## src/rtl/ysyx_24070014_demux_pkg.sv

```systemverilog
// ysyx_24070014_demux_pkg: shared state encoding and index-width helper for the keyed demux.
package ysyx_24070014_demux_pkg;

    typedef enum logic {
        ST_EMPTY = 1'b0,
        ST_FULL  = 1'b1
    } state_t;

    function automatic int IDX_W(input int n);
        return (n > 1) ? $clog2(n) : 1;
    endfunction

endpackage

```

## src/rtl/ysyx_24070014_key_match.sv

```systemverilog
// ysyx_24070014_key_match: combinational key lookup; the lowest matching port index wins.
module ysyx_24070014_key_match
    import ysyx_24070014_demux_pkg::*;
#(
    parameter int NR_PORT = 4,
    parameter int KEY_LEN = 2,
    parameter int IW      = IDX_W(NR_PORT)
) (
    input  logic [KEY_LEN-1:0]         i_key,
    input  logic [NR_PORT*KEY_LEN-1:0] i_key_list,
    output logic                       o_hit,
    output logic [IW-1:0]              o_idx
);

    // Scan from the top down so the last (lowest) match overwrites higher ones.
    always_comb begin
        o_hit = 1'b0;
        o_idx = '0;
        for (int i = NR_PORT - 1; i >= 0; i--) begin
            if (i_key == i_key_list[i*KEY_LEN +: KEY_LEN]) begin
                o_hit = 1'b1;
                o_idx = IW'(i);
            end
        end
    end

endmodule

```

## src/rtl/ysyx_24070014_key_demux.sv

```systemverilog
// ysyx_24070014_key_demux: keyed 1-to-NR_PORT valid/ready demux with a 1-entry register slice.
// Define YSYX_24070014_DEMUX_MISS_CNT_EN to add the saturating 16-bit miss_cnt output.
module ysyx_24070014_key_demux
    import ysyx_24070014_demux_pkg::*;
#(
    parameter int NR_PORT  = 4,
    parameter int KEY_LEN  = 2,
    parameter int DATA_LEN = 32
) (
    input  logic                       clk,
    input  logic                       rst,
    input  logic                       in_valid,
    output logic                       in_ready,
    input  logic [KEY_LEN-1:0]         in_key,
    input  logic [DATA_LEN-1:0]        in_data,
    input  logic [NR_PORT*KEY_LEN-1:0] key_list,
    output logic [NR_PORT-1:0]         out_valid,
    input  logic [NR_PORT-1:0]         out_ready,
    output logic [DATA_LEN-1:0]        out_data,
`ifdef YSYX_24070014_DEMUX_MISS_CNT_EN
    output logic [15:0]                miss_cnt,
`endif
    output logic                       miss
);

    localparam int IW = IDX_W(NR_PORT);

    state_t              r_state;
    state_t              w_state_n;
    logic [IW-1:0]       r_sel;
    logic [DATA_LEN-1:0] r_data;
    logic                r_miss;
    logic                w_hit;
    logic [IW-1:0]       w_idx;
    logic                w_drain;
    logic                w_acc;

    ysyx_24070014_key_match #(
        .NR_PORT (NR_PORT),
        .KEY_LEN (KEY_LEN),
        .IW      (IW)
    ) u_match (
        .i_key      (in_key),
        .i_key_list (key_list),
        .o_hit      (w_hit),
        .o_idx      (w_idx)
    );

    // Readiness looks only at the buffered port, never at the incoming key.
    assign in_ready  = (r_state == ST_EMPTY) | out_ready[r_sel];
    assign w_drain   = (r_state == ST_FULL) & out_ready[r_sel];
    assign w_acc     = in_valid & in_ready;
    assign out_valid = (r_state == ST_FULL) ? (NR_PORT'(1) << r_sel) : '0;
    assign out_data  = r_data;
    assign miss      = r_miss;

    always_comb begin
        w_state_n = r_state;
        if (w_acc && w_hit)
            w_state_n = ST_FULL;
        else if (w_drain)
            w_state_n = ST_EMPTY;
    end

    always_ff @(posedge clk) begin
        if (rst) begin
            r_state <= ST_EMPTY;
            r_sel   <= '0;
            r_data  <= '0;
            r_miss  <= 1'b0;
        end else begin
            r_state <= w_state_n;
            r_miss  <= w_acc & ~w_hit;
            if (w_acc && w_hit) begin
                r_sel  <= w_idx;
                r_data <= in_data;
            end
        end
    end

`ifdef YSYX_24070014_DEMUX_MISS_CNT_EN
    logic [15:0] r_miss_cnt;

    always_ff @(posedge clk) begin
        if (rst)
            r_miss_cnt <= '0;
        else if (w_acc && !w_hit && r_miss_cnt != 16'hFFFF)
            r_miss_cnt <= r_miss_cnt + 16'd1;
    end

    assign miss_cnt = r_miss_cnt;
`endif

endmodule
```

## config.mk

```make
export PLATFORM = sky130hd
export DESIGN_NAME = ysyx_24070014_key_demux
export DESIGN_NICKNAME = d
export VERILOG_FILES = /design/src/rtl/ysyx_24070014_demux_pkg.sv /design/src/rtl/ysyx_24070014_key_match.sv /design/src/rtl/ysyx_24070014_key_demux.sv
export SDC_FILE = /design/constraint.sdc
export NUM_CORES = 1
export LEC_CHECK = 0
export BUFFER_PORTS_ARGS = -buffer_cell sky130_fd_sc_hd__buf_2
export CORE_MARGIN = 1
export CORE_UTILIZATION = 40
export CTS_BUF_LIST = sky130_fd_sc_hd__clkbuf_8
export DETAILED_ROUTE_END_ITERATION = 10
export GPL_TIMING_DRIVEN = 0
export PLACE_DENSITY = 0.79
export SETUP_SLACK_MARGIN = 0.5
export SLEW_MARGIN = 10
export SYNTH_ARGS = -nofsm -noshare
export SYNTH_HDL_FRONTEND = slang
export SYNTH_SLANG_ARGS = --single-unit
```

## constraint.sdc

```tcl
create_clock -name clk -period 2.01 [get_ports clk]
set_input_delay 0.1005 -clock clk [delete_from_list [all_inputs] [get_ports clk]]
set_output_delay 0.1005 -clock clk [all_outputs]
set_load 0.005 [all_outputs]
```

# Word-level counts from Yosys, hierarchy flattened
# Index checks and enable logic that the tools add are counted.
dict set report classes {
  order_cmp 1
  eq_ne 4
  n_shift 1
  mux 13
  n_bitwise 6
  n_reduce_logical 2
}
# operator n
set op_table {}
lappend op_table {{equality test 2 bit} 4}
lappend op_table {{two-way mux 2 bit} 4}
lappend op_table {{two-way mux 1 bit} 7}
lappend op_table {{two-way mux 4 bit} 1}
lappend op_table {{left shift 1 x 2 -> 4 bit (first input constant)} 1}
lappend op_table {{bitwise AND 1 bit} 3}
lappend op_table {{< comparator 2 x 3 -> 1 bit (second input constant)} 1}
lappend op_table {{binary-select mux 1 bit (select 2 bit)} 1}
lappend op_table {{NOT 1 bit} 2}
lappend op_table {{nonzero test 2 bit} 1}
lappend op_table {{logical AND 1 bit} 1}
lappend op_table {{bitwise OR 1 bit} 1}
dict set report word_totals {
  ff_bits 36
  in_bits 49
  output_inout_bits 38
  elab_cells 31
}

# Logic depth before layout (Yosys ltp)
# Gate-level depths: netlist (run 1).
dict set report logic_depth {
  depth_word 7
  ltp_mapped 6
  ltp_nobuf 4
}

# Modules after synthesis
# Synthesis (run 1) repeated with hierarchy kept, for this count alone.
dict set report unflattened {
  cells_unflattened 179
  area_unflattened_um2 1814.2
}
# module n_inst cells_each area_per_inst_um2 seq_area_each_um2
set modules_own_cells {}
lappend modules_own_cells {ysyx_24070014_key_demux 1 163 1691.6 720.7}
lappend modules_own_cells {ysyx_24070014_key_match 1 16 122.6 0.0}

# Worst setup path after synthesis (run 1)
# No wires, ideal clock.
dict set report synth_timing {
  path_type {reg-to-reg}
  start {reg r_sel[0]}
  end {reg r_data[0] (netlist: out_data[0])}
  setup_time_ns 0.072
  arrival_ns 1.450
  required_time_ns 1.938
  path_slack_ns 0.488
  path_stages_with_launch 7
  path_buffers 2
  period_less_slack_ns 1.522
  path_cell_list {dfxtp_1 -> mux2i_1 -> a221oi_2 -> o21a_1 -> buf_6 -> buf_12 -> mux2i_1}
}
dict set report synth_via {
  elab_chain_cells 5
}
# item line_no
set synth_rtl {}
lappend synth_rtl {{start: declaration} ysyx_24070014_key_demux.sv:30} ;# logic [IW-1:0] r_sel;
lappend synth_rtl {{start signal: assignment} ysyx_24070014_key_demux.sv:75} ;# r_sel <= w_idx;
lappend synth_rtl {{binary-select mux 1 bit (select 2 bit)} ysyx_24070014_key_demux.sv:50} ;# assign in_ready = (r_state == ST_EMPTY) | out_ready[r_sel];
lappend synth_rtl {{two-way mux 1 bit (implied by the code)} ysyx_24070014_key_demux.sv:50}
lappend synth_rtl {{bitwise OR 1 bit} ysyx_24070014_key_demux.sv:50}
lappend synth_rtl {{bitwise AND 1 bit} ysyx_24070014_key_demux.sv:52} ;# assign w_acc = in_valid & in_ready;
lappend synth_rtl {{logical AND 1 bit} ysyx_24070014_key_demux.sv:74} ;# if (w_acc && w_hit) begin
lappend synth_rtl {{end signal: assignment} ysyx_24070014_key_demux.sv:76} ;# r_data <= in_data;
lappend synth_rtl {{end: declaration} ysyx_24070014_key_demux.sv:31} ;# logic [DATA_LEN-1:0] r_data;
# Every way passes these cells. The select of a mux whose other input is x is not followed.
# A chain may end at the register's enable or synchronous reset.

# Final worst setup path (run 1)
dict set report layout_timing {
  start {reg r_state}
  end {reg r_data[26] (netlist: out_data[26])}
}
dict set report layout_via {
  elab_chain_cells 4
}
# item line_no
set layout_rtl {}
lappend layout_rtl {{start: declaration} ysyx_24070014_key_demux.sv:28} ;# state_t r_state;
lappend layout_rtl {{start signal: assignment} ysyx_24070014_key_demux.sv:72} ;# r_state <= w_state_n;
lappend layout_rtl {{NOT 1 bit} ysyx_24070014_key_demux.sv:50}
lappend layout_rtl {{bitwise OR 1 bit} ysyx_24070014_key_demux.sv:50}
lappend layout_rtl {{bitwise AND 1 bit} ysyx_24070014_key_demux.sv:52}
lappend layout_rtl {{logical AND 1 bit} ysyx_24070014_key_demux.sv:74}
# Every way passes these cells.

==> summary.txt, run 1 <==
Finish
  – Ant. Diodes: 0
  – Nets: 321
  – Area Overhead vs Synth: 32.9%
  – Fraction of layout cells with a size suffix above 1: 0.386

Setup path
  – Worst stage delay on the critical path: ~330 ps
  – Crit path max-delay cell type: a221oi_4
  – Reg2reg start: r_state
  – Worst Setup Start Kind: flop
  – Critical Path, Cell by Cell: and2_2 > a221oi_4 > o21a_1 > buf_6 > buf_12 > mux2i_1
  – R2R depth: 6
  – Setup slack, reg-to-reg: around 400 ps
  – Crit path max fanout: 10
  – Worst path required time: about 2200 ps
  – Critical path capture point type: flop
  – Setup Crit Path Kind: reg -> reg
  – Critical path arrival: approximately 1800 ps
  – R2r endpoint: out_data[26]

Route
  – # DRC: 0
  – Vias per cell: 4.72
  – Routed length per instance: about 12 µm
  – ANT nets after route: 0
  – Total number of vias: about 1,500
  – DR pass1 iterations: 4
  – Drt initial violations: 29
  – DRT Wirelength: 3940 µm

GRT
  – First-pass GRT wire length: ~6300 µm
  – Initial antenna violation count: 0
  – Total congestion overflow: 0
  – Vias in the first global route: 1,423
  – Pin count of the biggest net entering global routing: 11
  – Gr usage total: 0.164

Clock tree
  – Max Root-Sink Buffers: 2
  – CTS tree: done
  – CTS root buf: clkbuf_8
  – Clock Pin Slew Worst Setup and Hold Paths: ~70 ps
  – Clock Latency Late Sink: 290 ps
  – Hold buffer count at CTS: 0
  – Sink Count: 36
  – H-tree Lvls: 2
  – CTS buffer count: 5

Floorplan
  – Core Box Area: roughly 0.0044 mm²
  – Starting Density: 0.416
  – Height of the die: 69.3 µm
  – Die width: 69.3 µm
  – Io pins: 87
  – Row count: 24
  – DIE AREA: around 0.0048 mm²

Synth
  – Top post-synthesis cells by area: dfxtp_1, nand2b_1, mux2i_1, buf_12, xor2_1
  – Mean Syn Cell Area: slightly above 10 µm²
  – Most numerous cell in the Yosys netlist: nand2b_1
  – Syn_nets: 228
  – Post-synthesis sequential area ratio: 0.398
  – Syn. warnings: 0
  – Ys async rst share: 0
  – Post-synth top area share: 0.398
  – Synth Flop Type: dfxtp_1
  – Register bit count reported by yosys: 36
  – Cell area after synthesis: approximately 0.0018 mm²
  – Cell count after synthesis: 179
  – Most frequent cells after synthesis: nand2b_1, dfxtp_1, mux2i_1, clkbuf_1, xor2_1
  – Yosys cell types: 26
  – Post-synth EDFFs: 0
  – Cell taking the most area after synthesis: dfxtp_1

Hold path
  – HP Class: in -> reg
  – Hold endpoint: miss
  – Worst Min Path Start: in_valid
  – Worst hold stages: 3

STA
  – Worst rel slew slack: 0.732
  – RSZ-0062 raised after global routing: yes
  – Final WS setup: ~400 ps
  – Max Fclk: between 600 and 700 MHz
  – Slew Limit Fails: 0
  – Worst Tran Pin Value: ~400 ps
  – Setup Skew: between 4 and 5 ps
  – Final setup fails: 0
  – Setup TNS: 0 ps
  – Fin crit share: 0.798
  – Final hold vios: 0
  – Minimum clock period: approximately 1600 ps

Pwr
  – Pwr dens: around 710 mW/mm²
  – P_leak: around 1.1 nW
  – Peak supply drop: roughly 0.00037 V

Placement
  – IO Port Bufs: 85
  – GP Congestion: 0.745
  – Pre-CTS WS: roughly 330 ps
  – Final HPWL DP: around 2900 µm

Outcome
  – Status: finished clean

Flow run
  – Max-cap violations: 0
[cells in the final DEF, fill, tap and decap left out]
cell type / instances
and3_2: 1
and2b_2: 2
inv_1: 2
nor2_1: 1
o22ai_1: 1
clkinv_2: 1
dfxtp_2: 1
buf_2: 85
nor4_1: 1
o2bb2ai_1: 1
or2b_1: 1
o21ai_0: 2
nand2b_1: 64
nor2b_1: 1
and2_2: 2
o21a_1: 1
dfxtp_4: 1
clkbuf_8: 5
a221oi_4: 1
a22oi_1: 1
buf_6: 1
a21oi_1: 3
clkbuf_1: 7
mux2i_1: 34
buf_4: 1
nand2_1: 1
a211oi_1: 2
dfxtp_1: 34
xnor2_1: 4
buf_12: 3
mux2i_2: 1
xor2_1: 6
[metrics by stage]
| step | power, mW | util | hold WS, ps | instances | cell area (µm²) |
|---|---|---|---|---|---|
| 6_report | 1.72 | 0.553 | 49.3 | 324 | 2410 |
| 5_1_grt | 1.81 | 0.553 | 67.2 | 324 | 2410 |
| 4_1_cts | 1.73 | 0.549 | 43.4 | 324 | 2390 |
| 3_5_place_dp | 1.24 | 0.529 | 353 | 316 | 2300 |
| 3_3_place_gp | 1.23 | 0.529 | 348 | 316 | 2300 |
| 2_1_floorplan | 1.09 | - | 227 | 179 | 1810 |
[power by group]
part / switching (mW) / total, mW / internal, mW
combinational: 0.183 / 0.419 / 0.236
sequential: 0.0351 / 0.817 / 0.782
clock: 0.254 / 0.484 / 0.231
[area by class of cell]
type / count / area [µm²]
fill: 408 / 1950
clock inverter: 2 / 8.76
tap: 52 / 65.1
buffer: 11 / 97.6
clock buffer: 5 / 68.8
sequential: 36 / 726
timing repair buffer: 86 / 433
multi-input combinational: 131 / 1010
inverter: 1 / 3.75
[logic make-up after synthesis]
group | share of synthesized area
buffers and inverters | 0.0559
xor gates and xnor gates | 0.0483
and+or+nand+nor | 0.258
muxes | 0.193
DFF | 0.398
AOI/OAI and AO/OA | 0.0470
[state kept, by name, summed over array words and instances, names as in the netlist]
register,cells
miss,1
r_sel,2
r_state,1
out_data,32
[worst max-delay path: cells and delay by family, from the launching register on]
kind                   cells  cell delay, ps
AO/OA/AOI/OAI              2             510
buffers and inverters      2             280
flip-flops                 1             320
multiplexers               1             190
AND/OR/NAND/NOR            1             230
[layer usage]
metal / GRT usage / up-vias / part of all wire
met5: 0 / - / 0
li1: - / 771 / -
met4: 0.0748 / 0 / 0.022
met2: 0.284 / 43 / 0.50
met1: 0.188 / 706 / 0.43
met3: 0.0436 / 9 / 0.048
[worst max path at each step]
stage	startpoint	end	slack, ps	cells past startpoint
2_1_floorplan	r_sel[0]	out_data[0]	510	6
3_3_place_gp	r_sel[0]	out_data[3]	360	6
3_5_place_dp	r_sel[0]	out_data[26]	330	6
4_1_cts	r_sel[0]	out_data[26]	390	6
5_1_grt	r_sel[0]	out_data[24]	290	6
6_report	r_state	out_data[26]	410	6
[what timing repair did]
item,4_1_cts,5_1_grt
gates resized for setup,1,5
endpoints found under the hold margin,0,0
setup buffers,1,0
setup endpoints to repair,32,33
pin swaps,1,1
(Power assumes the default switching activity.)
==> run 2: changes to the inputs <==
- ABC_AREA: unset -> 1
- PLACE_DENSITY: 0.79 -> 0.82
- clock period: 2.01 -> 1.31 ns (I/O delays scaled with it)
==> run 2 against run 1 <==
Effect of this change:
- the flow now finishes with violations (negative setup slack)
- sequential power up 62%
- clock power up 69%
- setup slack worse by 510 ps
- critical path depth is 4 higher
- hold slack improved by 28 ps
- combinational power grew 130%
- cell count grew 30%
- synthesized cell count is 43% higher
- via count rose by 28%
- die area fell by 1.4%
- largest cell class unchanged
- largest power group unchanged
==> summary.txt, run 2 <==
Clock tree
  – Sink Count: 36
  – CTS tree: done
  – CTS buffer count: 5
  – H-tree Lvls: 2
  – Clock Pin Slew Worst Setup and Hold Paths: approximately 80 ps
  – CTS root buf: clkbuf_8
  – Clock Latency Late Sink: 280 ps
  – Max Root-Sink Buffers: 2

Synth
  – Syn. warnings: 0
  – Cell taking the most area after synthesis: dfxtp_1
  – Post-synth EDFFs: 0
  – Syn_nets: between 300 and 400
  – Most numerous cell in the Yosys netlist: nand2_1
  – Most frequent cells after synthesis: nand2_1, nor2_1, dfxtp_1, nand3b_1, inv_1
  – Cell area after synthesis: 0.00179 mm²
  – Yosys cell types: 20
  – Register bit count reported by yosys: 36
  – Cell count after synthesis: between 200 and 300
  – Post-synth top area share: 0.404
  – Top post-synthesis cells by area: dfxtp_1, nand2_1, nor2_1, nand3b_1, buf_6
  – Mean Syn Cell Area: approximately 7.0 µm²
  – Post-synthesis sequential area ratio: 0.404
  – Ys async rst share: 0
  – Synth Flop Type: dfxtp_1

GRT
  – Total congestion overflow: 0
  – First-pass GRT wire length: roughly 7100 µm
  – Pin count of the biggest net entering global routing: 12
  – Gr usage total: 0.201
  – Vias in the first global route: around 1,700
  – Initial antenna violation count: 0

Finish
  – Max reg flops: 32
  – Ant. Diodes: 0
  – Most frequent standard cell in the layout excluding fill and tap cells: buf_2
  – Fill cells: about 360
  – Fraction of layout cells with a size suffix above 1: 0.500
  – Area Overhead vs Synth: 58.9%
  – Final instance area: between 0.002 and 0.003 mm²
  – Highest-count cells in the layout ignoring fill and taps: buf_2, nand2_1, nor2_1
  – Nets: 418

Hold path
  – HP Class: in -> reg
  – Worst Min Path Start: in_data[8]

Route
  – Total number of vias: between 1,500 and 2,000
  – ANT nets after route: 0
  – Drt initial violations: between 60 and 70
  – Vias per cell: approximately 4.6
  – Routed length per instance: 11.3 µm
  – # DRC: 0
  – DRT Wirelength: between 4000 and 5000 µm
  – DR pass1 iterations: 4

Setup path
  – Worst path required time: approximately 1500 ps
  – Critical Path, Cell by Cell: inv_4 > nand3_2 > nand2_1 > nand3b_4 > nand2_4 > nor2_4 > buf_6 > buf_6 > nor2_2 > nor2_1
  – CP bufs+invs: 3
  – Setup Crit Path Kind: reg -> reg
  – Worst Setup Start Kind: flop
  – Reg2reg start: r_sel[0]
  – Critical path capture point type: flop
  – Most used cell, CP: buf_6
  – Crit path max fanout: 5
  – Critical path's top delay family: simple AND/OR/NAND/NOR gates
  – Worst stage delay on the critical path: around 370 ps
  – Critical path arrival: between 1500 and 2000 ps
  – Worst Setup SP: r_sel[0]
  – Crit path max-delay cell type: dfxtp_4

Placement
  – Final HPWL DP: a little over 3000 µm
  – Placed cell areas: around 0.0023 mm²
  – GP Congestion: 0.820
  – IO Port Bufs: 86

Pwr
  – P_leak: approximately 1.5 nW
  – Pwr dens: ~1100 mW/mm²
  – Peak supply drop: about 0.00063 V
  – Pwr Total: 3.12 mW

Flow run
  – Max-cap violations: 0

STA
  – Setup Skew: between 8 and 9 ps
  – Setup TNS: -1100 ps
  – Minimum clock period: ~1400 ps
  – Slew Limit Fails: 0
  – Final WS setup: -98.8 ps
  – Final setup fails: 32
  – Worst rel slew slack: 0.869
  – RSZ-0062 raised after global routing: yes
  – Fin crit share: 1.08
  – Final hold vios: 0
  – Max Fclk: between 700 and 800 MHz
  – Hold_ws: a little under 80 ps
  – Worst Tran Pin Value: 196 ps

Outcome
  – Status: finished, violations left
  – Failing checks: negative setup slack

Floorplan
  – DIE AREA: approximately 0.0047 mm²
  – Starting Density: 0.431
  – Row count: 23
  – Io pins: between 80 and 90
  – Height of the die: roughly 70 µm
  – Die width: around 69 µm
  – Core Box Area: just over 0.004 mm²
-- run 2: cell count changes after synthesis, sizes merged, moves of 6 or more --
| cell | change |
|---|---|
| xor2 | -6 |
| nor2 | +70 |
| buf | +8 |
| nand3b | +33 |
| nand3 | +6 |
| nand2b | -64 |
| mux2i | -35 |
| inv | +17 |
| clkbuf | -7 |
| nand2 | +70 |
-- run 2: final timing paths --
path / slack [ps] / to / depth (start not counted)
worst min register to register: 460 / out_data[11] / 2
worst max register to register: -100 / out_data[20] / 10
worst max-delay path: -100 / out_data[20] / 10
worst min-delay path: 80 / out_data[8] / 4
-- run 2: routing by layer --
layer / share of wire / global-route usage
met3: 0.052 / 0.0477
met5: 0 / 0
met4: 0.012 / 0.0689
met1: 0.42 / 0.243
met2: 0.51 / 0.348
-- run 2: stage by stage --
step	setup WS, ps	std cells	utilization
5_1_grt	-158	420	0.684
3_5_place_dp	-175	392	0.552
4_1_cts	-41.1	415	0.629
3_3_place_gp	-135	392	0.552
6_report	-98.8	420	0.684
2_1_floorplan	61.4	256	-
-- run 2: logic make-up after synthesis --
logic type	synth area share
and+or+nand+nor	0.488
DFF	0.404
buffers and inverters	0.0988
AOI/OAI and AO/OA	0.00981
-- run 2: cell type report --
class | instances | area, µm² | share of cell area
Clock buffer | 6 | 82.6 | 0.0291
Clock inverter | 2 | 11.3 | 0.00397
Tap cell | 50 | 62.6 | 0.0221
Buffer | 12 | 120 | 0.0423
Multi-Input combinational cell | 189 | 973 | 0.343
Timing Repair Buffer | 106 | 744 | 0.262
Sequential cell | 36 | 763 | 0.269
Inverter | 19 | 78.8 | 0.0278
-- run 2: tightest hold or removal path, stage by stage --
cell and delay (ps):
buf_2 70, nand3b_1 90, nand2_1 40, nor2_1 60
-- run 2: repair_timing --
item / in CTS / in global routing
setup buffers: 9 / 5
hold endpoints to repair: 2 / 0
pin swaps: 6 / 10
gates resized for setup: 33 / 58
hold buffers: 1 / 0
gates cloned: 5 / 0
setup endpoints to repair: 41 / 73
-- run 2: where the power goes --
group          switching, mW  internal (mW)  total (mW)
sequential            0.0856           1.24        1.32
clock                  0.396          0.420       0.816
combinational          0.453          0.532       0.984
total                  0.934           2.19        3.12
